$ cat src/rtl/hasti_pkg.sv
// Shared types and constants for the HASTI slave-port arbiter.
package hasti_pkg;

  typedef enum logic [1:0] {
    IDLE   = 2'b00,
    BUSY   = 2'b01,
    NONSEQ = 2'b10,
    SEQ    = 2'b11
  } htrans_t;

  typedef enum logic {
    ARB_IDLE = 1'b0,
    ARB_PEND = 1'b1
  } arb_state_t;

  localparam logic [1:0] HTRANS_NONSEQ = NONSEQ;
  localparam logic [1:0] HTRANS_SEQ    = SEQ;

  // IDLE and BUSY never carry a transfer, so they never request the slave.
  function automatic logic is_active(input logic [1:0] t);
    return (t == HTRANS_NONSEQ) || (t == HTRANS_SEQ);
  endfunction

endpackage

$ cat src/rtl/hasti_arbiter_if.sv
// Control bundle between the masters' side and the arbiter; no address/data buses.
interface hasti_arbiter_if #(
  parameter int NM = 2
);
  import hasti_pkg::*;

  // A transfer moves onto the slave when addr_valid=1 and s_hreadyout=1 in the
  // same cycle; master i may change its address phase only when m_hready[i]=1.
  logic [2*NM-1:0] m_htrans;
  logic [NM-1:0]   m_hmastlock;
  logic            s_hreadyout;
  logic [NM-1:0]   addr_grant;
  logic            addr_valid;
  logic [NM-1:0]   hold_load;
  logic [NM-1:0]   hold_sel;
  logic [NM-1:0]   data_owner;
  logic [NM-1:0]   m_hready;
  arb_state_t      dbg_state [NM];

  modport master (
    output m_htrans, m_hmastlock, s_hreadyout,
    input  addr_grant, addr_valid, hold_load, hold_sel, data_owner, m_hready, dbg_state
  );

  modport slave (
    input  m_htrans, m_hmastlock, s_hreadyout,
    output addr_grant, addr_valid, hold_load, hold_sel, data_owner, m_hready, dbg_state
  );

endinterface

$ cat src/rtl/hasti_rr_pick.sv
// Combinational round-robin picker: first requester at or after ptr_i wins (one-hot).
module hasti_rr_pick #(
  parameter int N  = 2,
  parameter int PW = (N > 1) ? $clog2(N) : 1
) (
  input  logic [N-1:0]  req_i,
  input  logic [PW-1:0] ptr_i,
  output logic [N-1:0]  grant_o
);

  logic [N-1:0] rot;
  logic [N-1:0] rgnt;

  // Rotate so the pointer position lands on bit 0, pick lowest, rotate back.
  always_comb begin
    rot = '0;
    for (int s = 0; s < N; s++) begin
      if (ptr_i == PW'(s)) begin
        for (int k = 0; k < N; k++) rot[k] = req_i[(s + k) % N];
      end
    end
  end

  assign rgnt = rot & (-rot);

  always_comb begin
    grant_o = '0;
    for (int s = 0; s < N; s++) begin
      if (ptr_i == PW'(s)) begin
        for (int k = 0; k < N; k++) grant_o[(s + k) % N] = rgnt[k];
      end
    end
  end

endmodule

$ cat src/rtl/hasti_arbiter.sv
// Address/data-phase arbitration for one HASTI slave shared by NM masters.
// Define HASTI_ARB_FIXED_PRIO_EN for fixed lowest-index priority instead of round-robin.
module hasti_arbiter
  import hasti_pkg::*;
#(
  parameter int NM       = 2,
  parameter int LOCK_MAX = 16
) (
  input  logic           hclk,
  input  logic           hresetn,
  hasti_arbiter_if.slave bus
);

  localparam int PW = (NM > 1) ? $clog2(NM) : 1;
  localparam int CW = (LOCK_MAX > 1) ? $clog2(LOCK_MAX) : 1;

  arb_state_t      state_q [NM];
  arb_state_t      state_d [NM];
  logic [NM-1:0]   rdy, live, req, pick, grant, hload, hsel;
  logic [NM-1:0]   grant_q, data_owner_q, lock_own_q;
  logic            valid, valid_q, hold;
  logic [CW-1:0]   lock_cnt_q;
  logic [PW-1:0]   ptr;

`ifdef HASTI_ARB_FIXED_PRIO_EN
  assign ptr = '0;
`else
  logic [PW-1:0] rr_ptr_q;
  logic [PW-1:0] win_idx;
  logic [PW-1:0] ptr_nxt;

  always_comb begin
    win_idx = '0;
    for (int i = 0; i < NM; i++) begin
      if (grant[i]) win_idx = PW'(i);
    end
  end

  assign ptr_nxt = (win_idx == PW'(NM - 1)) ? '0 : win_idx + PW'(1);
  assign ptr     = rr_ptr_q;

  always_ff @(posedge hclk or negedge hresetn) begin
    if (!hresetn)                     rr_ptr_q <= '0;
    else if (bus.s_hreadyout && valid) rr_ptr_q <= ptr_nxt;
  end
`endif

  always_comb begin
    rdy  = '0;
    live = '0;
    req  = '0;
    for (int i = 0; i < NM; i++) begin
      rdy[i]  = data_owner_q[i] ? bus.s_hreadyout : (state_q[i] == ARB_IDLE);
      live[i] = is_active(bus.m_htrans[2*i +: 2]) && rdy[i];
      req[i]  = live[i] || (state_q[i] == ARB_PEND);
    end
  end

  hasti_rr_pick #(.N(NM), .PW(PW)) u_pick (
    .req_i   (req),
    .ptr_i   (ptr),
    .grant_o (pick)
  );

  // A locked owner keeps the slave until it drops hmastlock or the budget expires.
  assign hold = (|(lock_own_q & bus.m_hmastlock)) && (lock_cnt_q != CW'(LOCK_MAX - 1));

  always_comb begin
    if (bus.s_hreadyout) begin
      grant = hold ? lock_own_q : pick;
      valid = |(grant & req);
    end else begin
      grant = grant_q;
      valid = valid_q;
    end
  end

  // Per-master FSM: state register.
  always_ff @(posedge hclk or negedge hresetn) begin
    if (!hresetn) begin
      for (int i = 0; i < NM; i++) state_q[i] <= ARB_IDLE;
    end else begin
      for (int i = 0; i < NM; i++) state_q[i] <= state_d[i];
    end
  end

  // Per-master FSM: next state.
  always_comb begin
    for (int i = 0; i < NM; i++) begin
      state_d[i] = state_q[i];
      case (state_q[i])
        ARB_IDLE: if (live[i] && !(bus.s_hreadyout && grant[i])) state_d[i] = ARB_PEND;
        ARB_PEND: if (bus.s_hreadyout && grant[i])               state_d[i] = ARB_IDLE;
        default:  state_d[i] = ARB_IDLE;
      endcase
    end
  end

  // Per-master FSM: outputs.
  always_comb begin
    hload = '0;
    hsel  = '0;
    for (int i = 0; i < NM; i++) begin
      hload[i] = (state_q[i] == ARB_IDLE) && live[i] && !(bus.s_hreadyout && grant[i]);
      hsel[i]  = (state_q[i] == ARB_PEND) && bus.s_hreadyout && grant[i];
    end
  end

  always_ff @(posedge hclk or negedge hresetn) begin
    if (!hresetn) begin
      grant_q      <= '0;
      valid_q      <= 1'b0;
      data_owner_q <= '0;
      lock_own_q   <= '0;
      lock_cnt_q   <= '0;
    end else if (bus.s_hreadyout) begin
      grant_q      <= grant;
      valid_q      <= valid;
      data_owner_q <= grant & {NM{valid}};
      if (hold) begin
        lock_cnt_q <= lock_cnt_q + CW'(1);
      end else if (valid && (|(grant & bus.m_hmastlock))) begin
        lock_own_q <= grant;
        lock_cnt_q <= '0;
      end else begin
        lock_own_q <= '0;
        lock_cnt_q <= '0;
      end
    end
  end

  // Live-request paths are combinational, so they are masked while in reset.
  assign bus.addr_grant = grant & {NM{hresetn}};
  assign bus.addr_valid = valid & hresetn;
  assign bus.hold_load  = hload & {NM{hresetn}};
  assign bus.hold_sel   = hsel;
  assign bus.data_owner = data_owner_q;
  assign bus.m_hready   = rdy;
  assign bus.dbg_state  = state_q;

endmodule
$ cat src/flat_wrapper.sv
// flat-port wrapper written by rule: the top's interface ports become plain ports
module hasti_arbiter_flat import hasti_pkg::*;
#(
  parameter int NM       = 2,
  parameter int LOCK_MAX = 16
)
  (hclk, hresetn, bus_m_htrans, bus_m_hmastlock, bus_s_hreadyout, bus_addr_grant, bus_addr_valid, bus_hold_load, bus_hold_sel, bus_data_owner, bus_m_hready, bus_dbg_state);
  hasti_arbiter_if #(.NM(NM)) bus_i ();
  input  logic hclk;
  input  logic hresetn;
  input wire logic [$bits(bus_i.m_htrans)-1:0] bus_m_htrans;
  input wire logic [$bits(bus_i.m_hmastlock)-1:0] bus_m_hmastlock;
  input wire logic [$bits(bus_i.s_hreadyout)-1:0] bus_s_hreadyout;
  output wire logic [$bits(bus_i.addr_grant)-1:0] bus_addr_grant;
  output wire logic [$bits(bus_i.addr_valid)-1:0] bus_addr_valid;
  output wire logic [$bits(bus_i.hold_load)-1:0] bus_hold_load;
  output wire logic [$bits(bus_i.hold_sel)-1:0] bus_hold_sel;
  output wire logic [$bits(bus_i.data_owner)-1:0] bus_data_owner;
  output wire logic [$bits(bus_i.m_hready)-1:0] bus_m_hready;
  output wire logic [$bits(bus_i.dbg_state)-1:0] bus_dbg_state;
  assign bus_i.m_htrans = bus_m_htrans;
  assign bus_i.m_hmastlock = bus_m_hmastlock;
  assign bus_i.s_hreadyout = bus_s_hreadyout;
  assign bus_addr_grant = bus_i.addr_grant;
  assign bus_addr_valid = bus_i.addr_valid;
  assign bus_hold_load = bus_i.hold_load;
  assign bus_hold_sel = bus_i.hold_sel;
  assign bus_data_owner = bus_i.data_owner;
  assign bus_m_hready = bus_i.m_hready;
  assign bus_dbg_state = {>>{bus_i.dbg_state}};
  hasti_arbiter #(.NM(NM), .LOCK_MAX(LOCK_MAX)) u_core (.hclk(hclk), .hresetn(hresetn), .bus(bus_i));
endmodule
$ cat config.mk
export PLATFORM = sky130hd
export DESIGN_NAME = hasti_arbiter_flat
export DESIGN_NICKNAME = d
export VERILOG_FILES = /design/src/rtl/hasti_pkg.sv /design/src/rtl/hasti_arbiter_if.sv /design/src/rtl/hasti_rr_pick.sv /design/src/rtl/hasti_arbiter.sv /design/src/flat_wrapper.sv
export SDC_FILE = /design/constraint.sdc
export NUM_CORES = 1
export LEC_CHECK = 0
export BUFFER_PORTS_ARGS = -buffer_cell sky130_fd_sc_hd__buf_2
export CAP_MARGIN = 5
export CELL_PAD_IN_SITES_DETAIL_PLACEMENT = 0
export CELL_PAD_IN_SITES_GLOBAL_PLACEMENT = 1
export CORE_MARGIN = 5
export CORE_UTILIZATION = 40
export CTS_CLUSTER_SIZE = 40
export DETAILED_ROUTE_END_ITERATION = 8
export PLACE_DENSITY_LB_ADDON = 0.08
export SKIP_CTS_REPAIR_TIMING = 1
export SLEW_MARGIN = 5
export SYNTH_ARGS = -nofsm -noshare
export SYNTH_HDL_FRONTEND = slang
export SYNTH_SLANG_ARGS = --single-unit
$ cat constraint.sdc
create_clock -name hclk -period 3.5 [get_ports hclk]
set_input_delay 0.525 -clock hclk [delete_from_list [all_inputs] [get_ports hclk]]
set_output_delay 0.525 -clock hclk [all_outputs]
set_load 0.01 [all_outputs]
==> summary.md, run 1 <==
| Metric | Value |
|---|---|
| Via-to-Cell Ratio | `5.12` |
| Final RePlAce weighted congestion | `0.784` |
| Synth top area share | `0.431` |
| CP Capture Point | `bus_addr_grant[0]` |
| Final Hold Fails | `0` |
| Starting Density | `0.419` |
| Max-cap viol count | `0` |
| Initial antenna violation count | `0` |
| Syn Nets | `94` |
| Critical Path RT | `2.97 ns` |
| Status | `complete, no violations` |
| Final slew viol count | `0` |
| Endpoint class of the critical path | `output pin` |
| All-Layer GR Usage | `0.135` |
| Mapped Avg Cell Area | `9.68 um2` |
| Top-count cell post-synth | `nand2_1` |
| Vias | `681` |
| Post-DP Area | `935 um2` |
| Tcrit/Tclk final | `0.746` |
| Cts bufs inserted | `3` |
| Clk sinks | `14` |
| # DRC | `0` |
| Drt initial violations | `4` |
| Post-DP HPWL | `1.28 mm` |
| Post-synth EDFFs | `0` |
| Leak | `0.489 nW` |
| First-pass GRT wire length | `2.82 mm` |
| Worst-Skew Late Latency | `0.28 ns` |
| Worst hold path class | `in -> async` |
| Die H | `55.1 um` |
| Worst slew pin tran | `0.428 ns` |
| Reg-to-reg setup timing slack | `1.69 ns` |
| Worst-case clock buffer depth | `2` |
| CP startpoint kind | `register` |
| CP startpoint | `u_core.lock_cnt_q[0]` |
| Setup TNS | `0 ns` |
| Vias in the first global route | `653` |
| Synthesized cell area | `813 um2` |
| # rows | `16` |
| CTS clk-pin slew, worst paths | `0.09 ns` |
| Relative slew slack | `0.714` |
| Number of synthesized register bits | `14` |
| First-pass DRT Iterations | `2` |
| Mapped Cells | `84` |
| Critical path type | `reg -> out` |
| IO Port Bufs | `19` |
| Reg2reg end | `u_core.ptr` |
| N_diodes | `0` |
| TritonCTS clock tree | `done` |
| Asr flop ratio synth | `1.00` |
| Fillers | `204` |
| Worst r2r src | `u_core.lock_cnt_q[0]` |
| R2R cell count | `6` |
| Root buffer cell | `clkbuf_4` |
| Detailed Route WL | `1.66 mm` |
| Routed len/inst | `12.4 um` |
| DIE AREA | `3030 um2` |
| Final min period | `2.61 ns` |
| Distinct cell type count of the synthesized netlist | `31` |
| Die width | `55.1 um` |
| Ys flop type | `dfrtp_1` |
| Cell area after layout | `971 um2` |
| Max Fclk | `383 MHz` |
| Yosys warning count | `0` |
| Largest net degree at the start of global routing | `20` |
| Htree depth | `1` |
| Pwr dens | `781 nW/um2` |
| Final ANT Viol Nets | `0` |
| Critical path arrival | `2.09 ns` |
| # nets final | `117` |
| # setup viols final | `0` |
| Area delta synth->final | `19.4%` |
| Sequential area share after synthesis | `0.431` |
| Synth area leaders | `dfrtp_1, nand2_1, o32ai_4` |
| Worst IR drop on VDD | `0.000362 V` |
| I/O pins | `22` |
| Layout cell share with drive strength beyond 1 | `0.302` |
| Core ar. | `1940 um2` |
| CP max FO | `6` |
| Synth cell count leaders | `nand2_1, dfrtp_1, nor2_1` |
| Area leader, netlist | `dfrtp_1` |
| RSZ-0062 raised after global routing | `false` |
| Overflow after GRT | `0` |
| Post-Route Skew | `0.00309 ns` |
-- cell families after synthesis --
kind of cell | share of synthesized area
compound gates | 0.272
flops | 0.431
simple gates | 0.249
buf+inv | 0.0185
fa+ha+maj | 0.0154
mux | 0.0138
-- sequential cells by signal, indices dropped and copies added (netlist names) --
name	flops
u_core.valid_q	1
u_core.bus.data_owner	2
u_core.ptr	1
u_core.grant_q	2
u_core.lock_cnt_q	4
u_core.bus.dbg_state	2
u_core.lock_own_q	2
-- critical path: stages (launching register included) --
cell and delay [ns]:
dfrtp_1 0.43, ha_1 0.26, and3_1 0.25, o21ai_4 0.24, o32ai_2 0.16, a21o_1 0.19, and2_1 0.14, buf_2 0.13
-- through the flow --
step,hold WS [ns],utilization,total power [W],cells,setup WS (ns)
floorplan,0.229,-,0.000540,84,1.41
global placement,0.448,0.481,0.000646,129,1.00
detailed placement,0.456,0.481,0.000650,129,1.02
CTS,0.147,0.500,0.000773,133,0.869
global route,0.164,0.500,0.000829,133,0.739
finish,0.145,0.500,0.000759,133,0.890
-- placed cells by master (no fill, tap or decap), types with 2 or more instances in the layout --
cell type	n
inv_1	2
a21oi_1	4
clkbuf_4	3
nor3_1	2
o41ai_1	2
nand2_1	18
dfrtp_1	14
a21boi_0	2
and2_1	4
o21ai_0	5
buf_2	19
nor2_1	6
nand2b_1	2
nand4b_1	2
a21o_1	3
-- how the worst min path moves through the flow --
| stage | start | end | slack [ns] | depth (start not counted) |
|---|---|---|---|---|
| 3_3_place_gp | u_core.grant_q[0] | u_core.grant_q[0] | 0.45 | 1 |
| 6_report | hresetn | u_core.lock_cnt_q[1] | 0.15 | 1 |
| 4_1_cts | hresetn | u_core.lock_cnt_q[1] | 0.15 | 1 |
| 2_1_floorplan | hresetn | u_core.bus.data_owner[0] | 0.23 | 0 |
| 3_5_place_dp | u_core.grant_q[0] | u_core.grant_q[0] | 0.46 | 1 |
| 5_1_grt | hresetn | u_core.lock_cnt_q[1] | 0.16 | 1 |
-- layout make-up --
| type | count | area [um2] | area share |
|---|---|---|---|
| tap | 27 | 33.8 | 0.0348 |
| timing repair buffer | 19 | 95.1 | 0.0979 |
| sequential | 14 | 350 | 0.361 |
| multi-input combinational | 67 | 448 | 0.461 |
| inverter | 2 | 7.51 | 0.00773 |
| clock buffer | 4 | 36.3 | 0.0374 |
-- power breakdown --
| part | switching (W) | internal (W) | total [W] |
|---|---|---|---|
| logic | 0.000188 | 0.000166 | 0.000354 |
| registers | 0.0000647 | 0.000221 | 0.000286 |
| clock network | 0.0000553 | 0.0000633 | 0.000119 |
| total | 0.000308 | 0.000450 | 0.000759 |
-- routing by layer --
layer | track usage | up-vias | part of all wire
li1 | - | 344 | -
met1 | 0.153 | 321 | 0.45
met2 | 0.228 | 12 | 0.48
met3 | 0.0322 | 4 | 0.048
met4 | 0.0850 | 0 | 0.021
met5 | 0 | - | 0
Power figures use the tool's default switching activity.
==> run 2: changes to the inputs <==
CORE_UTILIZATION = 34   (was 40)
clock period = 2.25 ns   (was 3.5 ns; I/O delays follow)
==> summary.md, run 2 (synthesis results as in run 1) <==
| Metric | Value |
|---|---|
| N_diodes | `0 (unchanged)` |
| TritonCTS clock tree | `done` |
| # setup viols final | `0 (unchanged)` |
| Layout cell share with drive strength beyond 1 | `0.383 (+0.0807)` |
| Pwr dens | `1180 nW/um2 (+51%)` |
| Post-Route Skew | `0.000866 ns (-0.00222 ns)` |
| Status | `complete, no violations` |
| Worst IR drop on VDD | `0.000592 V (+63%)` |
| Pre-CTS setup slack | `0.141 ns (-0.876 ns)` |
| Detailed Route WL | `1.88 mm (+13%)` |
| CP startpoint kind | `register` |
| Htree depth | `1 (unchanged)` |
| First-pass GRT wire length | `2.86 mm (+1.5%)` |
| I/O pins | `22 (unchanged)` |
| Drt initial violations | `14 (+10)` |
| Initial antenna violation count | `0 (unchanged)` |
| Worst setup margin | `0.00843 ns (-0.881 ns)` |
| Relative slew slack | `0.567 (-0.147)` |
| Most flop-heavy register | `u_core.lock_cnt_q` |
| Die H | `58.9 um (+6.9%)` |
| Worst-Skew Late Latency | `0.28 ns (about the same)` |
| Via-to-Cell Ratio | `4.97 (-3.0%)` |
| Commonest non-fill, non-tap cell in the layout | `buf_2` |
| Worst slew pin tran | `0.647 ns (+0.219 ns)` |
| CP max FO | `5 (-1)` |
| Tcrit/Tclk final | `0.996` |
| Cts bufs inserted | `3 (unchanged)` |
| Critical Path RT | `1.91 ns (-1.06 ns)` |
| Endpoint class of the critical path | `output pin` |
| Max reg flops | `4 (unchanged)` |
| DIE AREA | `3470 um2 (+14%)` |
| Die width | `58.9 um (+6.9%)` |
| # rows | `17 (+1)` |
| Routed len/inst | `13.1 um (+5.5%)` |
| Worst hold path class | `in -> reg` |
| Core ar. | `2250 um2 (+16%)` |
| CTS clk-pin slew, worst paths | `0.08 ns (about the same)` |
| Critical path type | `reg -> out` |
| R2R cell count | `6 (unchanged)` |
| Final ANT Viol Nets | `0 (unchanged)` |
| # nets final | `126 (+7.7%)` |
| Final RePlAce weighted congestion | `0.735 (-6.3%)` |
| Max-cap viol count | `0 (unchanged)` |
| Overflow after GRT | `0 (unchanged)` |
| Max Fclk | `446 MHz` |
| Critical path arrival | `1.90 ns (-0.19 ns)` |
| Area delta synth->final | `31.7%` |
| Clk sinks | `14 (unchanged)` |
| Largest net degree at the start of global routing | `20 (unchanged)` |
| Most frequent cells in the layout | `buf_2, nand2_1, dfrtp_1, buf_4, nor2_1` |
| Final Hold Fails | `0 (unchanged)` |
| Worst hold slack | `0.348 ns (+0.203 ns)` |
| # DRC | `0 (unchanged)` |
| Root buffer cell | `clkbuf_4` |
| RSZ-0062 raised after global routing | `true` |
| Pwr Total | `0.00127 W (+67%)` |
| IO Port Bufs | `19 (unchanged)` |
| All-Layer GR Usage | `0.108 (-0.0274)` |
| Vias | `710 (+4.3%)` |
| First-pass DRT Iterations | `4 (+2)` |
| Vias in the first global route | `638 (-2.3%)` |
| Leak | `0.539 nW (+10%)` |
| Final min period | `2.24 ns` |
| Starting Density | `0.361 (-0.0581)` |
| Final slew viol count | `0 (unchanged)` |
| Final Core Density | `0.475 (-0.0250)` |
| Hold path cells | `3` |
| Post-DP HPWL | `1.35 mm (+5.8%)` |
| Worst-case clock buffer depth | `2 (unchanged)` |
## run 2: cell types whose count changed in the layout (fill, tap and decap cells not counted), sizes merged
| cell | before | now |
|---|---|---|
| buf | 19 | 27 |
| dlygate4sd3 | 0 | 1 |
## run 2: power by group
group	total (W)	switching, W	internal (W)	leakage [nW]
sequential	0.000447	0.000103	0.000344	0.175
combinational	0.000642	0.000329	0.000312	0.343
clock	0.000179	0.0000809	0.0000985	0.0210
## run 2: worst paths after layout
check	from	endpoint	slack, ns
max	u_core.lock_cnt_q[1]	bus_addr_grant[1]	0.008
min	bus_m_hmastlock[1]	u_core.lock_own_q[1]	0.35
max reg2reg	u_core.lock_cnt_q[1]	u_core.ptr	0.63
min reg2reg	u_core.grant_q[0]	u_core.grant_q[0]	0.47
max in group asynchronous	hresetn	u_core.lock_cnt_q[2]	1.14
min in group asynchronous	hresetn	u_core.ptr	0.70
## run 2: per-stage QoR
stage | cells | cell area (um2) | setup TNS (ns)
2_1_floorplan | 84 | 813 | 0
3_3_place_gp | 132 | 951 | 0
3_5_place_dp | 132 | 951 | 0
4_1_cts | 136 | 987 | -0.783
5_1_grt | 143 | 1070 | -0.213
6_report | 143 | 1070 | 0
## run 2: final cells by class
| type | instances | area, um2 |
|---|---|---|
| sequential | 14 | 350 |
| clock buffer | 4 | 36.3 |
| fill | 223 | 1180 |
| inverter | 2 | 7.51 |
| timing repair buffer | 28 | 165 |
| tap | 28 | 35.0 |
| multi-input combinational | 67 | 477 |
## run 2: routing by layer
metal / global-route usage / up-vias / share of wire
li1: - / 365 / -
met1: 0.127 / 330 / 0.46
met2: 0.185 / 13 / 0.48
met3: 0.0461 / 2 / 0.053
met4: 0.0194 / 0 / 0.0069
met5: 0 / - / 0
## run 2: critical path: stages (launching register included)
cell and delay, ns:
dfrtp_1 0.41, ha_2 0.20, and3_4 0.20, o21ai_4 0.23
o32ai_4 0.14, a21o_1 0.18, and2_1 0.14, buf_2 0.13
==> run 3: changes to the inputs <==
CORE_UTILIZATION = 40   (was 34)
clock period = 2.9 ns   (was 2.25 ns; I/O delays follow)
==> summary.md, run 3 (synthesis results as in run 1) <==
| Metric | Value |
|---|---|
| Status | `complete, no violations` |
| Core ar. | `1940 um2 (-14%)` |
| Post-DP Area | `935 um2 (-1.7%)` |
| Starting Density | `0.419 (+0.0581)` |
| Final Hold Fails | `0 (unchanged)` |
| Reg-to-reg setup timing slack | `1.12 ns (+0.49 ns)` |
| Most flop-heavy register | `u_core.lock_cnt_q` |
| Crit-path cells | `ha_1 > and3_1 > or2_4 > o32ai_2 > a21o_1 > and2_1 > buf_2` |
| Via-to-Cell Ratio | `4.95 (-0.21%)` |
| RSZ-0062 raised after global routing | `false` |
| Htree depth | `1 (unchanged)` |
| Area delta synth->final | `17.7%` |
| Leak | `0.482 nW (-11%)` |
| First-pass DRT Iterations | `4 (unchanged)` |
| Drt initial violations | `7 (-7)` |
| Post-DP HPWL | `1.27 mm (-6.0%)` |
| Most frequent cells in the layout | `buf_2, nand2_1, dfrtp_1, nor2_1, o21ai_0` |
| CP max FO | `5 (unchanged)` |
| Largest net degree at the start of global routing | `20 (unchanged)` |
| Layout cell share with drive strength beyond 1 | `0.295 (-0.0874)` |
| First-pass GRT wire length | `2.86 mm (+0.25%)` |
| # rows | `16 (-1)` |
| Worst IR drop on VDD | `0.000425 V (-28%)` |
| Die width | `55.1 um (-6.5%)` |
| Setup TNS | `0 ns (unchanged)` |
| Worst r2r src | `u_core.lock_cnt_q[0]` |
| Reg2reg end | `u_core.ptr` |
| IO Port Bufs | `19 (unchanged)` |
| CP startpoint kind | `register` |
| Final ANT Viol Nets | `0 (unchanged)` |
| Critical Path Slowest Stage Cell | `dfrtp_1` |
| # DRC | `0 (unchanged)` |
| Cts bufs inserted | `3 (unchanged)` |
| Critical path arrival | `2.07 ns (+0.17 ns)` |
| Final slew viol count | `0 (unchanged)` |
| Critical Path RT | `2.47 ns (+0.56 ns)` |
| Tcrit/Tclk final | `0.863` |
| Overflow after GRT | `0 (unchanged)` |
| CTS clk-pin slew, worst paths | `0.08 ns (about the same)` |
| Vias in the first global route | `641 (+0.47%)` |
| Worst hold path class | `in -> async` |
| Max-cap viol count | `0 (unchanged)` |
| Post-route non-filler standard cell count | `132 (-7.7%)` |
| Max reg flops | `4 (unchanged)` |
| Post-Route Skew | `0.00800 ns (+0.00713 ns)` |
| DIE AREA | `3030 um2 (-13%)` |
| N_diodes | `0 (unchanged)` |
| # nets final | `117 (-7.1%)` |
| Critical path type | `reg -> out` |
| Commonest non-fill, non-tap cell in the layout | `buf_2` |
| Pwr dens | `917 nW/um2 (-23%)` |
| Placed Cells | `129 (-2.3%)` |
| Max Fclk | `399 MHz` |
| Worst-Skew Late Latency | `0.27 ns (about the same)` |
| Detailed Route WL | `1.60 mm (-15%)` |
| Root buffer cell | `clkbuf_4` |
| Endpoint class of the critical path | `output pin` |
| Worst path max stage delay | `0.42 ns (about the same)` |
| Die H | `55.1 um (-6.5%)` |
| Initial antenna violation count | `0 (unchanged)` |
| TritonCTS clock tree | `done` |
| Worst-case clock buffer depth | `2 (unchanged)` |
| # setup viols final | `0 (unchanged)` |
| Final min period | `2.50 ns` |
| I/O pins | `22 (unchanged)` |
| Vias | `654 (-7.9%)` |
| Final RePlAce weighted congestion | `0.784 (+6.7%)` |
| All-Layer GR Usage | `0.133 (+0.0249)` |
| Relative slew slack | `0.699 (+0.132)` |
| Clk sinks | `14 (unchanged)` |
| Worst slew pin tran | `0.451 ns (-0.195 ns)` |
| R2R cell count | `6 (unchanged)` |
| Cell area after layout | `957 um2 (-11%)` |
| Routed len/inst | `12.2 um (-7.5%)` |
run 3: cell type report:
| cell class | instances | area [um2] |
|---|---|---|
| flip-flops and latches | 14 | 350 |
| well taps | 27 | 33.8 |
| inverters | 2 | 7.51 |
| clock buffers | 3 | 22.5 |
| fillers | 196 | 985 |
| repair buffers | 19 | 95.1 |
| multi-input cells | 67 | 448 |
run 3: worst max-delay path by stage:
stage / startpoint / cells past startpoint / to
4_1_cts: u_core.lock_cnt_q[0] / 7 / bus_addr_grant[0]
2_1_floorplan: u_core.lock_cnt_q[0] / 6 / bus_addr_grant[0]
6_report: u_core.lock_cnt_q[0] / 7 / bus_addr_grant[0]
3_5_place_dp: bus_s_hreadyout / 7 / bus_addr_grant[0]
5_1_grt: u_core.lock_cnt_q[0] / 7 / bus_addr_grant[1]
3_3_place_gp: bus_s_hreadyout / 7 / bus_addr_grant[0]
run 3: stage by stage:
step           total power, W  worst slack, ns   util  hold slack [ns]
3_3_place_gp         0.000779            0.582  0.481            0.379
2_1_floorplan        0.000652            0.897      -            0.139
4_1_cts              0.000895            0.367  0.493           0.0729
3_5_place_dp         0.000787            0.592  0.481            0.379
5_1_grt              0.000962            0.242  0.493           0.0914
6_report             0.000878            0.397  0.493           0.0696
run 3: per-layer routing:
metal / routed length [um] / GRT usage
met1: 765 / 0.165
met2: 730 / 0.217
met3: 100 / 0.0483
met4: 8 / 0.0364
met5: 0 / 0
run 3: report_power, final:
| group | switching, W | internal [W] |
|---|---|---|
| combinational | 0.000227 | 0.000200 |
| sequential | 0.0000790 | 0.000267 |
| clock | 0.0000563 | 0.0000481 |
| total | 0.000362 | 0.000515 |
run 3: critical path, delay by kind of cell, from the launching register on:
family	cells	cell delay, ns
adder cells (fa/ha/maj)	1	0.26
AO/OA/AOI/OAI	2	0.35
buffers and inverters	1	0.12
AND/OR/NAND/NOR	3	0.65
flip-flops	1	0.42
